==> config.mk <==
export PLATFORM = sky130hd
export DESIGN_NAME = bringup_seq_flat
export DESIGN_NICKNAME = d
export VERILOG_FILES = /design/src/rtl/bringup_pkg.sv /design/src/rtl/bringup_seq_if.sv /design/src/rtl/sync_bit.sv /design/src/rtl/bringup_seq.sv /design/src/flat_wrapper.sv
export SDC_FILE = /design/constraint.sdc
export NUM_CORES = 1
export LEC_CHECK = 0
export CORE_UTILIZATION = 50
export DETAILED_ROUTE_END_ITERATION = 7
export GPL_ROUTABILITY_DRIVEN = 0
export PLACE_DENSITY_LB_ADDON = 0.05
export SLEW_MARGIN = 20
export SYNTH_ARGS = -nofsm -noshare
export SYNTH_HDL_FRONTEND = slang
export SYNTH_HIERARCHICAL = 1
export SYNTH_SLANG_ARGS = --single-unit
==> constraint.sdc <==
create_clock -name clk -period 2.8 [get_ports clk]
set_input_delay 0.42 -clock clk [delete_from_list [all_inputs] [get_ports clk]]
set_output_delay 0.42 -clock clk [all_outputs]
set_load 0.1 [all_outputs]
==> src/rtl/bringup_pkg.sv <==
// bringup_pkg: shared state encodings and helpers for the bring-up sequencer
package bringup_pkg;
  localparam int MAX_PORTS = 8;
  typedef enum logic [2:0] {
    WAIT_LOCK   = 3'd0,
    LOCK_STABLE = 3'd1,
    HOLD        = 3'd2,
    RELEASE     = 3'd3,
    RUN         = 3'd4,
    REPORT      = 3'd5
  } seq_state_e;
  function automatic int max3(int a, int b, int c);
    return a > b ? (a > c ? a : c) : (b > c ? b : c);
  endfunction
  function automatic logic [2:0] lowest_idx(logic [MAX_PORTS-1:0] v);
    lowest_idx = '0;
    for (int i = MAX_PORTS - 1; i >= 0; i--) lowest_idx = v[i] ? 3'(i) : lowest_idx;
  endfunction
endpackage

==> src/rtl/bringup_seq_if.sv <==
// bringup_seq_if: sequencer bus; master = board/PLL side, slave = sequencer
//   pll_locked, port_rst_req -> sequencer; port_rst, sys_ready, seq_state <- sequencer
interface bringup_seq_if #(parameter int NUM_PORTS = 2);
  logic                 pll_locked;
  logic [NUM_PORTS-1:0] port_rst_req;
  logic [NUM_PORTS-1:0] port_rst;
  logic                 sys_ready;
  logic [2:0]           seq_state;
  modport master (output pll_locked, port_rst_req, input port_rst, sys_ready, seq_state);
  modport slave (input pll_locked, port_rst_req, output port_rst, sys_ready, seq_state);
endinterface

==> src/rtl/sync_bit.sv <==
// sync_bit: 2-flop synchroniser for one asynchronous input
//   clk, rst (async, active-high), d (async in), q (synchronised out)
module sync_bit (
  input  logic clk,
  input  logic rst,
  input  logic d,
  output logic q
);
  logic meta;
  always_ff @(posedge clk or posedge rst) begin
    if (rst) begin
      meta <= 1'b0;
      q <= 1'b0;
    end else begin
      meta <= d;
      q <= meta;
    end
  end
endmodule

==> src/rtl/bringup_seq.sv <==
// bringup_seq: PLL-lock gated, staggered per-port reset release with re-reset service
//   clk, rst (async, active-high); bus.slave: pll_locked, port_rst_req in;
//   port_rst, sys_ready, seq_state out (all registered)
module bringup_seq
  import bringup_pkg::*;
#(
  parameter int NUM_PORTS          = 2,
  parameter int LOCK_STABLE_CYCLES = 1024,
  parameter int RST_HOLD_CYCLES    = 256,
  parameter int STAGGER_CYCLES     = 64
) (
  input logic clk,
  input logic rst,
  bringup_seq_if.slave bus
);
  localparam int CW = $clog2(max3(LOCK_STABLE_CYCLES, RST_HOLD_CYCLES, STAGGER_CYCLES)) + 1;
  localparam logic [NUM_PORTS-1:0] ALL = '1;
  seq_state_e state;
  logic lock_s, lock_done, hold_done, stag_done, last_rel;
  logic [CW-1:0] cnt;
  logic [2:0] sel, pick;
  logic [NUM_PORTS-1:0] pending, pending_n, accept, pick_bit, sel_bit;
  sync_bit u_sync (.clk(clk), .rst(rst), .d(bus.pll_locked), .q(lock_s));
  assign bus.seq_state = state;
  // The WAIT_LOCK cycle that sees lock counts as the first stable cycle
  assign lock_done = int'(cnt) >= LOCK_STABLE_CYCLES - 2;
  assign hold_done = int'(cnt) == RST_HOLD_CYCLES - 1;
  assign stag_done = int'(cnt) == STAGGER_CYCLES - 1;
  assign last_rel  = int'(sel) == NUM_PORTS - 1;
  // Requests are only taken for ports out of their initial reset; the port
  // under re-reset may queue one more pulse
  always_comb begin
    accept = (state == RUN || state == REPORT) ? ALL : (state == RELEASE) ? ~bus.port_rst : '0;
    pick = lowest_idx(8'(pending));
    pick_bit = NUM_PORTS'(1) << pick;
    sel_bit = NUM_PORTS'(1) << sel;
    pending_n = (pending & ~((state == RUN) ? pick_bit : '0)) | (bus.port_rst_req & accept);
  end
  always_ff @(posedge clk or posedge rst) begin
    if (rst) begin
      state <= WAIT_LOCK;
      cnt <= '0;
      sel <= '0;
      pending <= '0;
      bus.port_rst <= ALL;
      bus.sys_ready <= 1'b0;
    end else if (!lock_s) begin
      state <= WAIT_LOCK;
      cnt <= '0;
      sel <= '0;
      pending <= '0;
      bus.port_rst <= ALL;
      bus.sys_ready <= 1'b0;
    end else begin
      pending <= pending_n;
      bus.sys_ready <= 1'b0;
      case (state)
        WAIT_LOCK: begin
          state <= LOCK_STABLE;
          cnt <= '0;
        end
        LOCK_STABLE: begin
          cnt <= lock_done ? '0 : cnt + 1'b1;
          state <= lock_done ? HOLD : LOCK_STABLE;
        end
        HOLD: begin
          cnt <= hold_done ? '0 : cnt + 1'b1;
          if (hold_done) begin
            state <= RELEASE;
            sel <= '0;
            bus.port_rst <= ALL << 1;
          end
        end
        RELEASE: begin
          cnt <= stag_done ? '0 : cnt + 1'b1;
          if (last_rel) begin
            state <= RUN;
            cnt <= '0;
            bus.sys_ready <= ~|pending_n;
          end else if (stag_done) begin
            sel <= sel + 1'b1;
            bus.port_rst <= bus.port_rst & ~(sel_bit << 1);
          end
        end
        RUN: begin
          if (|pending) begin
            state <= REPORT;
            sel <= pick;
            cnt <= '0;
            bus.port_rst <= pick_bit;
          end else begin
            bus.sys_ready <= ~|pending_n;
          end
        end
        REPORT: begin
          cnt <= hold_done ? '0 : cnt + 1'b1;
          if (hold_done) begin
            state <= RUN;
            bus.port_rst <= '0;
            bus.sys_ready <= ~|pending_n;
          end
        end
        default: state <= WAIT_LOCK;
      endcase
    end
  end
endmodule

==> src/flat_wrapper.sv <==
// flat-port wrapper written by rule: the top's interface ports become plain ports
module bringup_seq_flat import bringup_pkg::*;
#(
  parameter int NUM_PORTS          = 2,
  parameter int LOCK_STABLE_CYCLES = 1024,
  parameter int RST_HOLD_CYCLES    = 256,
  parameter int STAGGER_CYCLES     = 64
)
  (clk, rst, bus_pll_locked, bus_port_rst_req, bus_port_rst, bus_sys_ready, bus_seq_state);
  bringup_seq_if #(.NUM_PORTS(NUM_PORTS)) bus_i ();
  input logic clk;
  input logic rst;
  input wire logic [$bits(bus_i.pll_locked)-1:0] bus_pll_locked;
  input wire logic [$bits(bus_i.port_rst_req)-1:0] bus_port_rst_req;
  output wire logic [$bits(bus_i.port_rst)-1:0] bus_port_rst;
  output wire logic [$bits(bus_i.sys_ready)-1:0] bus_sys_ready;
  output wire logic [$bits(bus_i.seq_state)-1:0] bus_seq_state;
  assign bus_i.pll_locked = bus_pll_locked;
  assign bus_i.port_rst_req = bus_port_rst_req;
  assign bus_port_rst = bus_i.port_rst;
  assign bus_sys_ready = bus_i.sys_ready;
  assign bus_seq_state = bus_i.seq_state;
  bringup_seq #(.NUM_PORTS(NUM_PORTS), .LOCK_STABLE_CYCLES(LOCK_STABLE_CYCLES), .RST_HOLD_CYCLES(RST_HOLD_CYCLES), .STAGGER_CYCLES(STAGGER_CYCLES)) u_core (.clk(clk), .rst(rst), .bus(bus_i));
endmodule
## Word-level counts from Yosys, hierarchy flattened

Index checks and enable logic that the tools add are counted.

- $add $sub $neg: 2
- Magnitude comparators: 1
- Equal/unequal tests: 17
- Shift-type cells: 2
- Multiplexer cells: 38
- Bitwise gates (word level): 7
- Reductions and logical operators: 10

Operators with widths:

| kind | number |
|---|---|
| 2-to-1 mux 11 bit | 6 |
| one-hot mux 11 bit (5 select lines) | 1 |
| 2-to-1 mux 3 bit | 11 |
| 2-to-1 mux 2 bit | 11 |
| one-hot mux 3 bit (6 select lines) | 1 |
| inequality test 3 x 2 -> 1 bit, second input constant | 4 |
| adder 11 x 1 -> 11 bit, second input constant | 1 |
| equality test 11 x 7 -> 1 bit, second input constant | 1 |
| equality test 11 x 9 -> 1 bit, second input constant | 1 |
| >= comparator 11 x 10 -> 1 bit, second input constant | 1 |
| equality test 3 x 2 -> 1 bit, second input constant | 3 |
| one-hot mux 3 bit (3 select lines) | 1 |
| one-hot mux 2 bit (4 select lines) | 1 |
| bitwise AND 2 bit | 3 |
| equality test 3 bit, second input constant | 2 |
| inequality test 3 bit, second input constant | 2 |
| inequality test 6 x 2 -> 1 bit, second input constant | 1 |
| inverter 2 bit | 3 |
| AND reduction 6 bit | 1 |
| OR reduction 2 bit | 3 |
| 2-to-1 mux 1 bit | 5 |
| inequality test 5 x 1 -> 1 bit, second input constant | 1 |
| AND reduction 5 bit | 1 |
| inequality test 4 x 1 -> 1 bit, second input constant | 1 |
| other kinds (11) | 11 |

- Register bits after elaboration: 24
- Input bits: 5

## Depth between registers and ports, before layout

Gate-level depths: netlist (run 1).

- Depth after elaboration: 12
- Depth in mapped cells: 9
- Mapped depth without buffers: 8

## Modules after synthesis

The synthesis (run 1) kept the hierarchy.

By module, submodules not included:

| module | instances | cells an instance | area each (sq um) | sequential area each (sq um) |
|---|---|---|---|---|
| bringup_seq | 1 | 179 | 1480.2 | 553.0 |
| sync_bit | 1 | 3 | 53.8 | 50.0 |

## Least setup slack after synthesis (run 1)

OpenSTA, ideal clock, no wires.

- Kind: register to register
- From: reg u_core.state[2] (netlist: u_core/bus.seq_state[2])
- To: reg u_core.cnt[9]
- Arrival: 2510 ps
- Slack: 166 ps
- Stages on the path, launching flop included: 10
- Period minus slack after synthesis: 2634 ps
- Path through: dfrtp_1 > buf_2 > nor2b_1 > clkbuf_1 > nand2_1 > o22ai_2 > a32oi_4 > buf_6 > nor2_1 > a211o_1

- Longest elaborated chain between the ends: 4

Ends and longest elaborated chain:

| item | RTL line | text |
|---|---|---|
| from (decl) | bringup_seq.sv:18 | `seq_state_e state;` |
| from (signal assigned) | bringup_seq.sv:64 | `state <= lock_done ? HOLD : LOCK_STABLE;` |
| equality test 3 x 2 -> 1 bit / equality test 3 bit (equally long branches) | bringup_seq.sv:57 | `case (state)` |
| OR reduction 2 bit (no line) | -- |  |
| one-hot mux 11 bit (5 select lines) / inequality test 6 x 2 -> 1 bit (equally long branches) | -- |  |
| 2-to-1 mux 11 bit / AND reduction 2 bit (equally long branches) | -- |  |
| to (signal assigned) | bringup_seq.sv:63 | `cnt <= lock_done ? '0 : cnt + 1'b1;` |
| to (signal assigned) | bringup_seq.sv:67 | `cnt <= hold_done ? '0 : cnt + 1'b1;` |
| to (signal assigned) | bringup_seq.sv:75 | `cnt <= stag_done ? '0 : cnt + 1'b1;` |
| to (decl) | bringup_seq.sv:20 | `logic [CW-1:0] cnt;` |

Several ways; a longest one is shown, not always the timed one.
A chain may end at the register's enable or synchronous reset.

## Final worst setup path (run 1)

- From: reg u_core.cnt[1]
- To: reg u_core.cnt[9]

- Longest elaborated chain between the ends: 5

Ends and longest elaborated chain:

| item | RTL line | text |
|---|---|---|
| adder 11 x 1 -> 11 bit / equality test 11 x 7 -> 1 bit (equally long branches) | -- |  |
| 2-to-1 mux 11 bit | bringup_seq.sv:75 |  |
| 2-to-1 mux 11 bit | bringup_seq.sv:76 | `if (last_rel) begin` |
| one-hot mux 11 bit (5 select lines) * | bringup_seq.sv:57 |  |
| 2-to-1 mux 11 bit * | bringup_seq.sv:47 | `end else if (!lock_s) begin` |

Every way passes the cells marked *; elsewhere a longest branch is shown, timed or not.

==> results of run 1 <==
final cells by class:
| cell class | instances | share of cell area, % |
|---|---|---|
| multi-input cells | 139 | 50.1 |
| flip-flops and latches | 24 | 35.5 |
| repair buffers | 14 | 6.78 |
| well taps | 31 | 2.28 |
| inverters | 10 | 2.21 |
| clock inverters | 1 | 1.77 |
| clock buffers | 3 | 1.33 |
stage by stage:
stage / instance area (µm²) / instances / hold slack (ns)
after floorplan: 1530 / 182 / 0.161
after global placement: 1650 / 218 / 0.341
after detailed placement: 1650 / 218 / 0.345
after CTS: 1700 / 222 / 0.246
after global routing: 1700 / 222 / 0.258
final: 1700 / 222 / 0.261
power groups by stage:
stage / clock network (W) / logic, W / registers (W)
finish: 0.000247 / 0.0000718 / 0.000377
global route: 0.000270 / 0.0000808 / 0.000380
detailed placement: 0 / 0.0000729 / 0.000384
floorplan: 0 / 0.0000501 / 0.000383
global placement: 0 / 0.0000693 / 0.000382
CTS: 0.000260 / 0.0000730 / 0.000377
flip-flops by register name, indices dropped and copies added, names as in the netlist:
| register | flops |
|---|---|
| u_core/bus.sys_ready | 1 |
| u_core/u_sync/q | 1 |
| u_core/bus.port_rst | 2 |
| u_core/u_sync/meta | 1 |
| u_core/sel | 3 |
| u_core/cnt | 11 |
| u_core/bus.seq_state | 3 |
| u_core/pending | 2 |
layer usage:
metal	vias to the layer above	wire length [µm]
li1	680	-
met3	4	130
met4	0	30
met5	-	0
met1	644	1460
met2	36	1580
Yosys cell counts:
cell type and n:
sky130_fd_sc_hd__dfrtp_1 22, sky130_fd_sc_hd__o21ai_0 20, sky130_fd_sc_hd__nand2_1 19, sky130_fd_sc_hd__nor2_1 15, sky130_fd_sc_hd__nand3_1 13, sky130_fd_sc_hd__inv_1 10, sky130_fd_sc_hd__clkbuf_1 7, sky130_fd_sc_hd__nor3_1 7
sky130_fd_sc_hd__a21oi_1 6, sky130_fd_sc_hd__a21o_1 4, sky130_fd_sc_hd__a31oi_1 4, sky130_fd_sc_hd__and2_1 4, sky130_fd_sc_hd__and3_1 4, sky130_fd_sc_hd__ha_1 4, sky130_fd_sc_hd__a211o_1 3, sky130_fd_sc_hd__nor2b_1 3
sky130_fd_sc_hd__nor4_1 3, sky130_fd_sc_hd__o211ai_1 3, sky130_fd_sc_hd__dfstp_2 2, sky130_fd_sc_hd__nand2b_1 2, sky130_fd_sc_hd__nand4_1 2, sky130_fd_sc_hd__nor3b_1 2, sky130_fd_sc_hd__o31a_1 2, sky130_fd_sc_hd__a2111oi_0 1
sky130_fd_sc_hd__a21boi_0 1, sky130_fd_sc_hd__a22oi_1 1, sky130_fd_sc_hd__a32oi_4 1, sky130_fd_sc_hd__a41oi_1 1, sky130_fd_sc_hd__and2b_1 1, sky130_fd_sc_hd__buf_2 1, sky130_fd_sc_hd__buf_6 1, sky130_fd_sc_hd__mux2i_1 1
sky130_fd_sc_hd__nand3b_1 1, sky130_fd_sc_hd__nor3_4 1, sky130_fd_sc_hd__nor4b_1 1, sky130_fd_sc_hd__o211a_1 1, sky130_fd_sc_hd__o221ai_1 1, sky130_fd_sc_hd__o22ai_1 1, sky130_fd_sc_hd__o22ai_2 1, sky130_fd_sc_hd__o31ai_1 1
sky130_fd_sc_hd__or3_1 1, sky130_fd_sc_hd__or4b_1 1, sky130_fd_sc_hd__or4b_4 1, sky130_fd_sc_hd__xor2_1 1
cells by family after synthesis:
logic type / synth area share [%]
muxes: 0.653
and+or+nand+nor: 27.7
xor gates and xnor gates: 0.571
DFF: 39.3
buffers and inverters: 5.22
adders and majority gates: 3.26
AOI/OAI and AO/OA: 23.2
worst min path at each step:
stage | end | slack, ns | depth (start not counted)
2_1_floorplan | u_core/u_sync/meta | 0.16 | 1
3_3_place_gp | u_core/u_sync/q | 0.34 | 0
3_5_place_dp | u_core/u_sync/q | 0.35 | 0
4_1_cts | u_core/u_sync/meta | 0.25 | 2
5_1_grt | u_core/u_sync/meta | 0.26 | 2
6_report | u_core/u_sync/meta | 0.26 | 2
cells in the final DEF, fill, tap and decap left out, types with 2 or more instances in the layout:
cell	instances
sky130_fd_sc_hd__o31a_1	2
sky130_fd_sc_hd__a21o_1	4
sky130_fd_sc_hd__inv_1	10
sky130_fd_sc_hd__a31oi_1	4
sky130_fd_sc_hd__and2_1	4
sky130_fd_sc_hd__buf_4	10
sky130_fd_sc_hd__nor2_1	15
sky130_fd_sc_hd__nor2b_1	3
sky130_fd_sc_hd__nand4_1	2
sky130_fd_sc_hd__o21ai_0	20
sky130_fd_sc_hd__dfstp_2	2
sky130_fd_sc_hd__ha_1	4
sky130_fd_sc_hd__dfrtp_1	22
sky130_fd_sc_hd__o211ai_1	3
sky130_fd_sc_hd__nand3_1	13
sky130_fd_sc_hd__clkbuf_4	3
sky130_fd_sc_hd__nand2b_1	2
sky130_fd_sc_hd__a211o_1	3
sky130_fd_sc_hd__nor3b_1	2
sky130_fd_sc_hd__nor4_1	3
sky130_fd_sc_hd__a21oi_1	6
sky130_fd_sc_hd__clkdlybuf4s50_1	4
sky130_fd_sc_hd__nand2_1	19
sky130_fd_sc_hd__and3_1	4
sky130_fd_sc_hd__nor3_1	7
==> parameters.txt, run 1 <==
Parameter                              Value

Setup path
  Cell type of the slowest stage on the worst timing path ... sky130_fd_sc_hd__a32oi_4
  Worst Path Arrival ... between 2 and 3 ns
  Buf/Inv on CP ... 0
  Kind of critical path ... reg -> reg
  CP required ... 3.01 ns
  CP cell instances ... ha_1 -> or4b_4 -> nor3_4 -> o22ai_2 -> a32oi_4 -> nor4_1 -> a211o_1
  Worst-path fanout max ... 19
  Critical path capture point type ... register
  Worst reg2reg startpoint ... u_core/cnt[1]
  Worst setup endpoint ... u_core/cnt[9]
  R2r endpoint ... u_core/cnt[9]
  Sort of element at the start of the critical path ... register
  Count of cell instances traversed by the critical path ... 7
  CP startpoint ... u_core/cnt[1]
  Cell type group with the largest total delay on the critical path ... compound AO/OA/AOI/OAI gates
  Delay of the slowest critical-path stage ... ~0.52 ns
  Worst reg-to-reg path cell count ... 7
  Register-to-register path setup slack ... around 0.20 ns

Synth
  Count of mapped cells out of synthesis ... 182
  Cell accounting for the most synthesized area ... sky130_fd_sc_hd__dfrtp_1
  Area share of the leading cell type in the synthesized netlist ... 35.9%
  Syn Std Cell Area ... 1530 µm²
  Register bit count reported by yosys ... 24
  Synth Warn # ... 6
  Post-synth cell types ... between 40 and 50
  Portion of the post-synthesis area used by sequential elements ... approximately 39%
  Synth top area cells ... sky130_fd_sc_hd__dfrtp_1 36%, sky130_fd_sc_hd__o21ai_0 6.5%, sky130_fd_sc_hd__nand2_1 4.6%, sky130_fd_sc_hd__nand3_1 4.2%, sky130_fd_sc_hd__nor2_1 3.7%
  Synthesized netlist net count ... 191
  Synth Area per Inst ... approximately 8.4 µm²

Clocking
  Maximum level of the CTS H-tree ... 1
  Maximum root-to-sink buffer count ... 2
  Number of sinks on the clock net ... 24
  Inserted Clock Buffers ... 3
  Clock-pin slew on the worst setup and hold paths ... ~0.13 ns
  Count of buffers added by post-CTS timing repair for setup ... 0
  Post-CTS Resized ... 0
  Latest clock arrival within the worst-skew pair ... slightly above 0.3 ns
  Count of hold buffers inserted by post-cts repair ... 0
  Master cell of the clock root buffer ... sky130_fd_sc_hd__clkbuf_4
  CTS tree ... built

Pwr
  Net Switching ... between 0.00015 and 0.0002 W
  Part of the power in registers ... roughly 54%
  Fraction of power consumed by the clock network ... a little over a third
  Int Pwr ... between 0.0005 and 0.0006 W
  Leakage component of the power ... about 0.8 nW
  Switching share of total power ... between 20% and 30%
  Cell area power density ... 410 nW/µm²
  Worst VDD drop ... 0.338 mV
  Combinational group share of total power ... between 10% and 20%
  Overall power ... 0.000696 W

Floorplanning
  Count of boundary I/O pins ... 11
  Die ar. ... around 3300 µm²
  Core Rows ... 19
  Initial core utilization ... between 50 and 60%
  Die span in y ... roughly 57 µm
  Die span in x ... between 50 and 60 µm
  Floorplan Core Area ... around 2800 µm²

STA
  Fmax ... just under 0.4 GHz
  Post-layout min period ... approximately 2.6 ns
  Min setup slack post-route ... 0.204 ns
  Final number of hold-violating endpoints ... 0
  Max-slew violation total from the final report ... 0
  Worst slew slack as a fraction of its limit ... 44.0%
  Portion of the clock cycle consumed by the worst path in the final layout ... ~93%
  Setup tns final ... 0 ns
  Clock skew ... approximately 0.0011 ns
  Unrepaired setup endpoints after global routing ... false
  Number of setup violations in the final report ... 0
  Actual slew at the worst max-slew pin ... between 0.8 and 0.9 ns

Global route
  Via count of the first global-routing pass ... between 1000 and 1500
  Antenna violations before repair ... 0
  Global Route met2 Usage ... 33.7%
  First-pass GRT wire length ... 5440 µm
  Most congested layer reported by global routing ... met2
  Global Route Usage Sum ... between 20% and 30%
  Pin count of the biggest net entering global routing ... 23
  Overflow after GRT ... 0
  Met1 Use GR ... around 30%
  Met3 Use GR ... ~3%

Routing
  DRT antenna net count ... 0
  First-pass iteration count of the detailed router ... 6
  Vias ... 1364
  Number of violations reported at the end of detailed-routing iteration 0 ... 75
  Detailed-route vias per instance ... just over 6
  Total routed wirelength ... approximately 3200 µm
  Mean routed wirelength per cell ... ~14 µm
  Total DRC errors in the routed layout ... 2

Finish
  Multi-input logic area ... approximately 850 µm²
  Share of post-route cells with drive strength above 1 ... between 10% and 20%
  Number of nets in the final layout ... roughly 200
  Antenna Cells ... 0
  Area added between synthesis and finish ... 10.7%
  Fill cell instance count of the final layout ... 262
  Storage cell area ... approximately 600 µm²
  Fin util ... 60.0%

Placed design
  Worst setup slack before clock tree synthesis ... about 0.22 ns
  Count of input and output buffers ... 10
  Final HPWL from detailed placement ... ~2300 µm

Flow run
  Max-cap check violation count ... 0

Run status
  Outcome ... finished with violations
  Violated checks ... DRC

Min path
  Kind of path behind the tightest hold check ... in -> async
No activity file was read; power rests on OpenSTA's default activity.
==> inputs of run 2 (changes only) <==
--- a/config.mk
+++ b/config.mk
@@ -5,6 +5,7 @@
 export SDC_FILE = /design/constraint.sdc
 export NUM_CORES = 1
 export LEC_CHECK = 0
+export CORE_ASPECT_RATIO = 1.4
 export CORE_UTILIZATION = 50
 export DETAILED_ROUTE_END_ITERATION = 7
 export GPL_ROUTABILITY_DRIVEN = 0
==> run 2 against run 1 <==
Compared with the run above: the run now ends clean; critical endpoint unchanged; register-to-register slack lost 0.03 ns; fmax down 1.1%; die area about the same; routed wire length increased by 12%; sequential power about the same; critical path depth stayed put; largest cell class unchanged; sequential share of layout area unchanged; worst setup slack worse by 0.030 ns; combinational power is 2% lower; core utilization fell by 1.0 points; non-clock buffer count unchanged.
==> parameters.txt, run 2 (same netlist as run 1, synthesis figures left out) <==
Parameter                              Value

Run status
  Outcome ... completed

Global route
  Antenna violations before repair ... 0 (unchanged)
  Most congested layer reported by global routing ... met2
  Global Route Usage Sum ... 24.0% (+2.9 points)
  Via count of the first global-routing pass ... 1405 (+15%)
  First-pass GRT wire length ... 6070 µm (+12%)
  Met1 Use GR ... 25.8% (-3.4 points)
  Pin count of the biggest net entering global routing ... 23 (unchanged)
  Global Route met2 Usage ... 46.2% (+12 points)
  Overflow after GRT ... 0 (unchanged)
  Met3 Use GR ... 2.25% (-0.70 points)

Setup path
  Sort of element at the start of the critical path ... register
  Worst setup endpoint ... u_core/cnt[9]
  R2r endpoint ... u_core/cnt[9]
  Worst reg2reg startpoint ... u_core/cnt[1]
  Worst-path fanout max ... 19 (unchanged)
  Worst Path Arrival ... 2.78 ns (-0.03 ns)
  Kind of critical path ... reg -> reg
  CP required ... 2.96 ns (-0.05 ns)
  Worst reg-to-reg path cell count ... 7 (unchanged)
  CP startpoint ... u_core/cnt[1]
  Register-to-register path setup slack ... 0.17 ns (-0.03 ns)
  Critical path capture point type ... register

Finish
  Storage cell area ... 603 µm² (unchanged)
  Top library cells by usage in the layout, fill and taps aside ... 22 x sky130_fd_sc_hd__dfrtp_1, 20 x sky130_fd_sc_hd__o21ai_0, 19 x sky130_fd_sc_hd__nand2_1
  Commonest non-fill, non-tap cell in the layout ... sky130_fd_sc_hd__dfrtp_1
  Antenna Cells ... 0 (unchanged)
  Max FFs per register ... 11 (unchanged)
  Number of nets in the final layout ... 201 (unchanged)
  Top register by number of flip-flops ... u_core/cnt
  Post-route cell area ... 1700 µm² (unchanged)
  Fin util ... 59.0% (-1.0 points)
  Fill cell instance count of the final layout ... 254 (-3.1%)
  Share of post-route cells with drive strength above 1 ... 9.95% (-0.52 points)
  Area added between synthesis and finish ... 10.7% (unchanged)
  Multi-input logic area ... 851 µm² (unchanged)

Routing
  DRT antenna net count ... 0 (unchanged)
  Total routed wirelength ... 3580 µm (+12%)
  Vias ... 1416 (+3.8%)
  Detailed-route vias per instance ... 6.21 (+1.1%)
  Number of violations reported at the end of detailed-routing iteration 0 ... 45 (-40%)
  First-pass iteration count of the detailed router ... 4 (-2)
  Mean routed wirelength per cell ... 15.7 µm (+8.7%)
  Total DRC errors in the routed layout ... 0 (-2)

Clocking
  Count of hold buffers inserted by post-cts repair ... 0 (unchanged)
  Number of sinks on the clock net ... 24 (unchanged)
  Master cell of the clock root buffer ... sky130_fd_sc_hd__clkbuf_8
  Maximum level of the CTS H-tree ... 1 (unchanged)
  Maximum root-to-sink buffer count ... 2 (unchanged)
  Latest clock arrival within the worst-skew pair ... 0.26 ns (-0.05 ns)
  Inserted Clock Buffers ... 3 (unchanged)
  CTS tree ... built
  Clock-pin slew on the worst setup and hold paths ... 0.08 ns (-0.05 ns)

Pwr
  Cell area power density ... 388 nW/µm² (-5.4%)
  Net Switching ... 0.000171 W (+3.5%)
  Combinational group share of total power ... 10.7% (+0.4 points)
  Fraction of power consumed by the clock network ... 31.8% (-3.7 points)
  Int Pwr ... 0.000487 W (-8.2%)
  Worst VDD drop ... 0.266 mV (-21%)
  Switching share of total power ... 26.0% (+2.2 points)
  Leakage component of the power ... 0.792 nW (-0.64%)
  Part of the power in registers ... 57.5% (+3.3 points)

Min path
  Kind of path behind the tightest hold check ... in -> async

STA
  Worst slew slack as a fraction of its limit ... 43.5% (-0.52 points)
  Portion of the clock cycle consumed by the worst path in the final layout ... 93.8% (+1.1 points)
  Clock skew ... 0.00179 ns (+0.000738 ns)
  Fmax ... 0.381 GHz (-1.1%)
  Setup tns final ... 0 ns (unchanged)
  Number of setup violations in the final report ... 0 (unchanged)
  Final number of hold-violating endpoints ... 0 (unchanged)
  Unrepaired setup endpoints after global routing ... false
  Max-slew violation total from the final report ... 0 (unchanged)
  Post-layout min period ... 2.63 ns (+0.0297 ns)
  Actual slew at the worst max-slew pin ... 0.847 ns (+0.00775 ns)

Floorplanning
  Count of boundary I/O pins ... 11 (unchanged)
  Core Rows ... 23 (+4)
  Die ar. ... 3300 µm² (about the same)
  Die span in x ... 48.8 µm (-15%)
  Die span in y ... 67.5 µm (+18%)
  Floorplan Core Area ... 2880 µm² (+1.7%)
  Initial core utilization ... 53.3% (-0.92 points)

Placed design
  Final HPWL from detailed placement ... 2670 µm (+14%)
  Count of input and output buffers ... 10 (unchanged)
  Placed Area ... 1650 µm² (+0.46%)

Flow run
  Max-cap check violation count ... 0 (unchanged)
==> run 2: power by group through the flow <==
stage / clock network [W] / logic [W] / registers, W
floorplan: 0 / 0.0000501 / 0.000383
global placement: 0 / 0.0000685 / 0.000381
detailed placement: 0 / 0.0000699 / 0.000384
CTS: 0.000213 / 0.0000705 / 0.000377
global route: 0.000221 / 0.0000785 / 0.000380
finish: 0.000210 / 0.0000703 / 0.000378
==> run 2: timing repair <==
| item | 4_1_cts | 5_1_grt |
|---|---|---|
| resized for setup | 0 | 0 |
| buffers inserted | 0 | 0 |
| hold endpoints to repair | 0 | 0 |
| endpoints found under the setup margin | 0 | 1 |
==> run 2: critical path, cell delays in order (launching register included) <==
cell and delay [ns]:
sky130_fd_sc_hd__dfrtp_1 0.47, sky130_fd_sc_hd__ha_1 0.28, sky130_fd_sc_hd__or4b_4 0.51, sky130_fd_sc_hd__nor3_4 0.22, sky130_fd_sc_hd__o22ai_2 0.16, sky130_fd_sc_hd__a32oi_4 0.47, sky130_fd_sc_hd__nor4_1 0.13, sky130_fd_sc_hd__a211o_1 0.28
==> run 2: area by class of cell <==
| class | count | area share [%] |
|---|---|---|
| multi-input cells | 139 | 50.1 |
| flip-flops and latches | 24 | 35.5 |
| repair buffers | 14 | 6.78 |
| well taps | 37 | 2.73 |
| clock buffers | 4 | 2.65 |
| inverters | 10 | 2.21 |
==> run 2: through the flow <==
stage / hold slack [ns] / cells / total power [W] / worst slack, ns
global placement: 0.336 / 224 / 0.000450 / 0.306
detailed placement: 0.346 / 224 / 0.000454 / 0.166
floorplan: 0.161 / 182 / 0.000434 / 0.166
CTS: 0.322 / 228 / 0.000661 / 0.156
global route: 0.347 / 228 / 0.000680 / 0.0304
finish: 0.324 / 228 / 0.000658 / 0.174
==> run 2: worst min path at each step <==
stage | cells past startpoint | from | to
detailed placement | 0 | u_core/u_sync/meta | u_core/u_sync/q
floorplan | 1 | rst | u_core/u_sync/meta
global placement | 0 | u_core/u_sync/meta | u_core/u_sync/q
global route | 2 | rst | u_core/u_sync/q
CTS | 2 | rst | u_core/u_sync/meta
finish | 2 | rst | u_core/u_sync/meta
==> run 2: metal layers <==
| layer | up-vias | routed length [µm] |
|---|---|---|
| li1 | 681 | - |
| met1 | 690 | 1450 |
| met2 | 35 | 1960 |
| met3 | 10 | 92 |
| met4 | 0 | 77 |
| met5 | - | 0 |
